File: src/rtl/alu_wb_regfile_if.sv
// Writeback bus from the ALU into the register file:
// result, flags, flag-update request and commit condition.
interface alu_wb_regfile_if #(
  parameter int DATA_W = 16,
  parameter int ADDR_W = 3
);
  logic              wb_valid;
  logic [ADDR_W-1:0] wb_addr;
  logic [DATA_W-1:0] wb_data;
  logic              wb_c;
  logic              wb_v;
  logic              wb_z;
  logic              wb_n;
  logic              wb_flag_en;
  logic [2:0]        wb_cond;

  modport master (
    output wb_valid, wb_addr, wb_data,
    output wb_c, wb_v, wb_z, wb_n,
    output wb_flag_en, wb_cond
  );

  modport slave (
    input wb_valid, wb_addr, wb_data,
    input wb_c, wb_v, wb_z, wb_n,
    input wb_flag_en, wb_cond
  );
endinterface

File: src/rtl/alu_wb_regfile.sv
// RISC16 register file and writeback stage: two bypassed read
// ports, conditional commit, flag register, retire/squash counters.
module alu_wb_regfile #(
  parameter int DATA_W = 16,
  parameter int REG_N  = 8,
  parameter int ADDR_W = 3,
  parameter int CNT_W  = 16
) (
  input  logic              clk,
  input  logic              rst,
  input  logic [ADDR_W-1:0] ra_addr,
  input  logic [ADDR_W-1:0] rb_addr,
  output logic [DATA_W-1:0] ra_data,
  output logic [DATA_W-1:0] rb_data,
  alu_wb_regfile_if.slave   wb,
  output logic [3:0]        flags,
  output logic              commit,
  output logic [ADDR_W-1:0] commit_addr,
  output logic [CNT_W-1:0]  retire_cnt,
  output logic [CNT_W-1:0]  squash_cnt
);

  logic [DATA_W-1:0] regs [REG_N];
  logic              pass;
  logic              take;
  logic              flag_n;
  logic              flag_z;
  logic              flag_v;
  logic              flag_c;

  assign flag_n = flags[3];
  assign flag_z = flags[2];
  assign flag_v = flags[1];
  assign flag_c = flags[0];

  // Condition sees the architectural flags, not the incoming ones.
  always_comb begin
    pass = 1'b0;
    unique case (wb.wb_cond)
      3'b000: pass = 1'b1;
      3'b001: pass = flag_z;
      3'b010: pass = ~flag_z;
      3'b011: pass = flag_c;
      3'b100: pass = ~flag_c;
      3'b101: pass = flag_n;
      3'b110: pass = flag_n ^ flag_v;
      3'b111: pass = ~(flag_n ^ flag_v);
      default: pass = 1'b0;
    endcase
  end

  assign take = wb.wb_valid & pass & ~rst;

  assign ra_data =
    (ra_addr == '0) ? '0 :
    (take && wb.wb_addr == ra_addr) ? wb.wb_data :
    regs[ra_addr];

  assign rb_data =
    (rb_addr == '0) ? '0 :
    (take && wb.wb_addr == rb_addr) ? wb.wb_data :
    regs[rb_addr];

  always_ff @(posedge clk or posedge rst) begin
    if (rst) begin
      for (int i = 0; i < REG_N; i++) begin
        regs[i] <= '0;
      end
      flags       <= '0;
      commit      <= 1'b0;
      commit_addr <= '0;
      retire_cnt  <= '0;
      squash_cnt  <= '0;
    end else begin
      commit <= 1'b0;
      if (take) begin
        if (wb.wb_addr != '0) begin
          regs[wb.wb_addr] <= wb.wb_data;
        end
        if (wb.wb_flag_en) begin
          flags <= {wb.wb_n, wb.wb_z, wb.wb_v, wb.wb_c};
        end
        retire_cnt  <= retire_cnt + CNT_W'(1);
        commit      <= 1'b1;
        commit_addr <= wb.wb_addr;
      end else if (wb.wb_valid) begin
        squash_cnt <= squash_cnt + CNT_W'(1);
      end
    end
  end

endmodule

File: src/flat_wrapper.sv
// flat-port wrapper written by rule: the top's interface ports become plain ports
module alu_wb_regfile_flat 
#(
  parameter int DATA_W = 16,
  parameter int REG_N  = 8,
  parameter int ADDR_W = 3,
  parameter int CNT_W  = 16
)
  (clk, rst, ra_addr, rb_addr, ra_data, rb_data, flags, commit, commit_addr, retire_cnt, squash_cnt, wb_wb_valid, wb_wb_addr, wb_wb_data, wb_wb_c, wb_wb_v, wb_wb_z, wb_wb_n, wb_wb_flag_en, wb_wb_cond);
  alu_wb_regfile_if #(.DATA_W(DATA_W), .ADDR_W(ADDR_W)) wb_i ();
  input  logic clk;
  input  logic rst;
  input  logic [ADDR_W-1:0] ra_addr;
  input  logic [ADDR_W-1:0] rb_addr;
  output logic [DATA_W-1:0] ra_data;
  output logic [DATA_W-1:0] rb_data;
  output logic [3:0] flags;
  output logic commit;
  output logic [ADDR_W-1:0] commit_addr;
  output logic [CNT_W-1:0] retire_cnt;
  output logic [CNT_W-1:0] squash_cnt;
  input wire logic [$bits(wb_i.wb_valid)-1:0] wb_wb_valid;
  input wire logic [$bits(wb_i.wb_addr)-1:0] wb_wb_addr;
  input wire logic [$bits(wb_i.wb_data)-1:0] wb_wb_data;
  input wire logic [$bits(wb_i.wb_c)-1:0] wb_wb_c;
  input wire logic [$bits(wb_i.wb_v)-1:0] wb_wb_v;
  input wire logic [$bits(wb_i.wb_z)-1:0] wb_wb_z;
  input wire logic [$bits(wb_i.wb_n)-1:0] wb_wb_n;
  input wire logic [$bits(wb_i.wb_flag_en)-1:0] wb_wb_flag_en;
  input wire logic [$bits(wb_i.wb_cond)-1:0] wb_wb_cond;
  assign wb_i.wb_valid = wb_wb_valid;
  assign wb_i.wb_addr = wb_wb_addr;
  assign wb_i.wb_data = wb_wb_data;
  assign wb_i.wb_c = wb_wb_c;
  assign wb_i.wb_v = wb_wb_v;
  assign wb_i.wb_z = wb_wb_z;
  assign wb_i.wb_n = wb_wb_n;
  assign wb_i.wb_flag_en = wb_wb_flag_en;
  assign wb_i.wb_cond = wb_wb_cond;
  alu_wb_regfile #(.DATA_W(DATA_W), .REG_N(REG_N), .ADDR_W(ADDR_W), .CNT_W(CNT_W)) u_core (.clk(clk), .rst(rst), .ra_addr(ra_addr), .rb_addr(rb_addr), .ra_data(ra_data), .rb_data(rb_data), .wb(wb_i), .flags(flags), .commit(commit), .commit_addr(commit_addr), .retire_cnt(retire_cnt), .squash_cnt(squash_cnt));
endmodule
File: config.mk
export PLATFORM = sky130hd
export DESIGN_NAME = alu_wb_regfile_flat
export DESIGN_NICKNAME = d
export VERILOG_FILES = /design/src/rtl/alu_wb_regfile_if.sv /design/src/rtl/alu_wb_regfile.sv /design/src/flat_wrapper.sv
export SDC_FILE = /design/constraint.sdc
export NUM_CORES = 1
export LEC_CHECK = 0
export CAP_MARGIN = 20
export CORE_MARGIN = 3
export CORE_UTILIZATION = 50
export CTS_BUF_LIST = sky130_fd_sc_hd__clkbuf_4 sky130_fd_sc_hd__clkbuf_8
export DETAILED_ROUTE_END_ITERATION = 8
export HOLD_SLACK_MARGIN = 0.03
export PLACE_DENSITY = 0.73
export SLEW_MARGIN = 20
export SYNTH_ARGS = -nofsm -noshare
export SYNTH_HDL_FRONTEND = slang
export SYNTH_SLANG_ARGS = --single-unit
export TNS_END_PERCENT = 100
File: constraint.sdc
create_clock -name clk -period 7.9 [get_ports clk]
set_clock_uncertainty 0.1 [all_clocks]
set_input_delay 1.58 -clock clk [delete_from_list [all_inputs] [get_ports clk]]
set_output_delay 1.58 -clock clk [all_outputs]
set_load 0.02 [all_outputs]
# [After elaboration in Yosys (flattened, before gate mapping)]
# Cells that the tools add are included.
[totals] reg_bits=168 in_bits=36 output_inout_bits=72 word_cells=64
[op_classes] n_addsub=2 magnitude_cmp=4 eq_ne=9 mux=15 bitwise_logic=11 n_reduce_logical=10
[op_table] cell="16-bit two-way mux" n=9
[op_table] cell="128-bit bitwise mux" n=1
[op_table] cell="16-bit binary-select mux with 3-bit select" n=2
[op_table] cell="16-bit demux with 3-bit select" n=1
[op_table] cell="16-bit by 1-bit adder with 16-bit output, second input constant" n=2
[op_table] cell="3-bit == test, second input constant" n=4
[op_table] cell="4-bit >= comparator, second input constant" n=3
[op_table] cell="3-bit NOT with 4-bit output" n=3
[op_table] cell="3-bit logical NOT" n=3
[op_table] cell="1-bit one-hot mux with 8 select lines" n=1
[op_table] cell="3-bit by 2-bit == test with 1-bit output, second input constant" n=2
[op_table] cell="3-bit == test" n=2
[op_table] cell="2-bit AND reduction" n=3
[op_table] cell="1-bit NOT" n=5
[op_table] cell="4-bit by 1-bit less-than comparator with 1-bit output, second input constant" n=1
[op_table] cell="3-bit by 1-bit == test with 1-bit output, second input constant" n=1
[op_table] cell="1-bit logical AND" n=3
[op_table] cell="3-bit nonzero test" n=1
[op_table] cell="1-bit bitwise AND" n=2
[op_table] cell="1-bit two-way mux" n=1
[op_table] cell="1-bit XOR" n=1

# [Depth between registers and ports, before layout]
[depth] depth_word=8 mapped_depth=8 mapped_depth_nobuf=6

# [Least setup slack after synthesis]
# No wires, ideal clock.
[synth_timing] path_kind="input port to output port" from="input port ra_addr[0]" to="output port ra_data[11]" arrival_ps=3330 required_time_ps=6220 slack_ps=2890 path_stages=6 n_path_buf=2 cell_sequence="clkbuf_1 > buf_1 > mux4_2 > mux2i_1 > o21ai_0 > o211a_1"
[synth_between] elab_chain_len=6 elab_cells_between_ends=9 classes_between="1 x eq/ne; 5 x mux; 1 x bitwise; 2 x reduce/logical"
[synth_rtl] element="start: declaration" line="flat_wrapper.sv:13" text="input logic [ADDR_W-1:0] ra_addr;"
[synth_rtl] element="3-bit NOT with 4-bit output (implied by the code)" line="alu_wb_regfile.sv:57" text="regs[ra_addr];"
[synth_rtl] element="16-bit binary-select mux with 3-bit select" line="alu_wb_regfile.sv:57"
[synth_rtl] element="16-bit two-way mux (implied by the code) (2 in series)" line="alu_wb_regfile.sv:57"
[synth_rtl] element="16-bit two-way mux" line="alu_wb_regfile.sv:56" text="(take && wb.wb_addr == ra_addr) ? wb.wb_data :"
[synth_rtl] element="16-bit two-way mux *" line="alu_wb_regfile.sv:55" text="(ra_addr == '0) ? '0 :"
[synth_rtl] element="end: declaration" line="flat_wrapper.sv:15" text="output logic [DATA_W-1:0] ra_data;"
# Mark *: on every way between the ends. The rest lies on a longest branch, timed or not. The select of a mux whose other input is x is not followed.

# [Worst setup path in the final report]
[layout_timing] from="input port rst" to="output port ra_data[15]"
[layout_between] elab_chain_len=5
[layout_rtl] element="start: declaration" line="flat_wrapper.sv:12" text="input logic rst;"
[layout_rtl] element="1-bit NOT" line="alu_wb_regfile.sv:52" text="assign take = wb.wb_valid & pass & ~rst;"
[layout_rtl] element="1-bit bitwise AND" line="alu_wb_regfile.sv:52"
[layout_rtl] element="1-bit logical AND" line="alu_wb_regfile.sv:56"
[layout_rtl] element="16-bit two-way mux" line="alu_wb_regfile.sv:56"
[layout_rtl] element="16-bit two-way mux" line="alu_wb_regfile.sv:55"
# Every way passes these cells.

==> results.sh <==
export IMPL_global_route_usage_met1_pct=32.8
export IMPL_hold_end="u_core.regs[126]"
export IMPL_worstPathMaxFanout=31
export IMPL_yosysSeqAreaShare_pct=45.8
export IMPL_ctsLongestPathBuffers=2
export IMPL_synth_cell_types=41
export IMPL_synth_area_sq_um=9180
export IMPL_cp_start_kind="primary input"
export IMPL_dieHeight_microns=141
export IMPL_die_area_sq_um=20000
export IMPL_ios=108
export IMPL_drtAntennaViolNets=0
export IMPL_holdBufCountCts=0
export IMPL_final_setup_tns_ns=0
export IMPL_crit_family="buffers and inverters"
export IMPL_p_per_area_nw_per_um2=291
export IMPL_synth_fa_ha_area_share_pct=0.273
export IMPL_max_stage_delay_ns=0.66
export IMPL_cp_required_ns=6.22
export IMPL_timing_rr_start="u_core.flags[3]"
export IMPL_design_area_sq_um=10800
export IMPL_clkLatencyLatePin_ns=0.46
export IMPL_fin_ws_ns=1.46
export IMPL_crit_path_end_kind="output pin"
export IMPL_start_util_pct=52.0
export IMPL_n_antenna_cell=0
export IMPL_fp_row_count=48
export IMPL_drt_first_iter_violations=376
export IMPL_critPathBufInv=2
export IMPL_slowest_stage="or2_2"
export IMPL_slew_viol_final=0
export IMPL_nFillCells=1349
export IMPL_synthCells=652
export IMPL_status="finished clean"
export IMPL_pre_cts_slack_ns=1.50
export IMPL_track_usage_pct=24.1
export IMPL_synth_compound_area_share_pct=6.14
export IMPL_drcViolationCount=0
export IMPL_worst_pin_slew_ns=1.13
export IMPL_grt_busiest_layer="met2"
export IMPL_critPathMostFrequentCell="clkdlybuf4s50_1"
export IMPL_portBuffers=107
export IMPL_synth_warnings=0
export IMPL_grtUsageMet3_pct=5.80
export IMPL_cts_root_buf="clkbuf_8"
export IMPL_core_sq_um=17700
export IMPL_wl_per_cell_microns=24.2
export IMPL_area_growth_pct=17.4
export IMPL_syn_num_nets=690
export IMPL_synth_seq_cells=168
export IMPL_synth_simple_gate_area_share_pct=6.14
export IMPL_max_freq_mhz=155
export IMPL_grt_pass1_wl_microns=37100
export IMPL_cts_setup_buffers=0
export IMPL_min_from="u_core.regs[126]"
export IMPL_synth_avg_cell_area_sq_um=14.1
export IMPL_routed_wl_microns=23400
export IMPL_grt_max_degree=96
export IMPL_grtUsageMet2_pct=39.1
export IMPL_cp_arrival_ns=4.76
export IMPL_drv_cap=0
export IMPL_r2r_end="u_core.regs[104]"
export IMPL_place_area_sq_um=10400
export IMPL_antenna_found_initial=0
export IMPL_period_share_pct=81.5
export IMPL_synth_top_family_by_area="multiplexers"
export IMPL_vias_per_cell=6.37
export IMPL_crit_type="in -> out"
export IMPL_final_hold_viol_count=0
export IMPL_clkSinkCount=168
export IMPL_rsz0062_at_grt="no"
export IMPL_setup_viol_count_final=0
export IMPL_r2r_slack_ns=4.26
export IMPL_whs_path_depth=0
export IMPL_synth_mux_area_share_pct=34.5
export IMPL_num_vias=6162
export IMPL_cts_buffers=17
export IMPL_p_leak_uw=0.00472
export IMPL_ff2ff_path_depth=6
export IMPL_first_global_vias=6572
export IMPL_htreeDepth=4
export IMPL_max_slew_margin_pct=24.4
export IMPL_dpl_hpwl_microns=14500
export IMPL_holdCritPathClass="reg -> reg"
export IMPL_path_cells="clkdlybuf4s50_1 -> or2b_1 -> a211oi_1 -> a31oi_4 -> or2_2 -> o211a_1 -> clkdlybuf4s50_1"
export IMPL_path_clk_slew_ns=0.09
export IMPL_grt_overflow_total=0
export IMPL_routabilityCongestion=0.815
export IMPL_final_net_count=767
export IMPL_drive_above_1_share_pct=33.0
export IMPL_cts_tree="built"
export IMPL_first_pass_iters=7
export IMPL_synth_xor_area_share_pct=3.53
export IMPL_die_w_microns=141
export IMPL_ctsResizeCount=0
export IMPL_finalCriticalPeriod_ns=6.44
export IMPL_ir_drop_mv=0.204
sequential cells by signal, summed over array words and instances (netlist names):
| signal | flops |
|---|---|
| u_core.flags | 4 |
| u_core.squash_cnt | 16 |
| u_core.commit_addr | 3 |
| u_core.regs | 128 |
| u_core.commit | 1 |
| u_core.retire_cnt | 16 |
where the power goes:
group	switching (uW)	leakage, uW	total (uW)	internal (uW)
Clock	324	0.000209	634	310
Sequential	219	0.00217	1340	1120
Combinational	483	0.00233	1160	674
Total	1030	0.00472	3130	2110
cells in the mapped netlist:
cell,count,area share [%]
dfrtp_1,168,46
mux2_2,98,12
mux4_2,64,16
clkbuf_1,48,2.0
mux2i_1,32,3.5
xnor2_1,30,2.9
o21ai_0,29,1.6
o211a_1,28,3.1
mux2_4,20,3.3
nand2_1,20,0.82
nand3_1,15,0.82
nand4_1,13,0.89
buf_2,9,0.49
and3_1,8,0.55
xor2_1,7,0.67
nor3_1,6,0.33
a21oi_1,5,0.27
inv_1,5,0.20
buf_6,4,0.49
nor4b_4,4,1.0
o41ai_1,4,0.38
and4_1,3,0.29
buf_1,3,0.12
nor2_1,3,0.12
a211oi_1,2,0.16
and2_1,2,0.14
buf_8,2,0.33
ha_1,2,0.27
nand2b_1,2,0.14
nor2b_1,2,0.14
nor3_4,2,0.35
or2_2,2,0.14
or3_1,2,0.14
a2111oi_4,1,0.30
a21o_1,1,0.082
a31oi_1,1,0.068
a31oi_2,1,0.14
and3b_1,1,0.095
o21ai_2,1,0.095
or2b_1,1,0.082
or4_1,1,0.082
worst max-delay path by stage:
stage	start	end	slack, ns	cells after the start
after floorplan	rst	u_core.commit	1.67	1
after global placement	rst	ra_data[14]	1.52	7
after detailed placement	rst	rb_data[11]	1.50	7
after CTS	rst	ra_data[15]	1.48	7
after global routing	rst	ra_data[14]	1.35	7
final	rst	ra_data[15]	1.46	7
routing by layer:
metal	routed length, microns	vias to the layer above
met5	0	-
met4	448	0
met3	1550	44
met2	11200	274
met1	10100	3229
li1	-	2615
worst register-to-register path: cells and delay by family (launching register included):
| kind | cells | cell delay, ns |
|---|---|---|
| xor gates and xnor gates | 1 | 0.25 |
| and+or+nand+nor | 1 | 0.93 |
| AOI/OAI and AO/OA | 2 | 0.91 |
| buffers and inverters | 1 | 0.45 |
| muxes | 1 | 0.44 |
| DFF | 1 | 0.46 |
cell families (layout without fill, tap and decap cells):
group,Yosys count,in the layout
AOI/OAI and AO/OA,73,73
buffers and inverters,71,161
and+or+nand+nor,87,87
muxes,214,214
adders and majority gates,2,2
DFF,168,168
xor gates and xnor gates,37,37
cell usage in the layout, fill, tap and decap left out, types with 7 or more instances in the layout:
cell type,Yosys,routed
and3_1,8,8
buf_4,0,16
clkbuf_8,0,19
clkdlybuf4s50_1,0,105
dfrtp_1,168,168
mux2_2,98,98
mux2_4,20,20
mux2i_1,32,32
mux4_2,64,64
nand2_1,20,20
nand3_1,15,15
nand4_1,13,13
o211a_1,28,28
o21ai_0,29,29
xnor2_1,30,30
xor2_1,7,7
through the flow:
| step | instances | util, % | hold slack [ns] | power (uW) |
|---|---|---|---|---|
| after global placement | 933 | 58.5 | 0.277 | 2440 |
| after floorplan | 652 | - | 0.341 | 2080 |
| final | 967 | 61.0 | 0.302 | 3130 |
| after CTS | 967 | 61.0 | 0.303 | 3150 |
| after detailed placement | 935 | 58.7 | 0.283 | 2510 |
| after global routing | 967 | 61.0 | 0.316 | 3290 |
area by class of cell:
| class | count | area [sq um] | share of cell area, % |
|---|---|---|---|
| clock buffers | 22 | 284 | 2.64 |
| clock inverters | 10 | 120 | 1.12 |
| inverters | 5 | 23.8 | 0.221 |
| multi-input cells | 413 | 4650 | 43.2 |
| flip-flops and latches | 168 | 4200 | 39.0 |
| well taps | 225 | 282 | 2.61 |
| repair buffers | 124 | 1210 | 11.2 |
No activity file was read; power rests on OpenSTA's default activity.
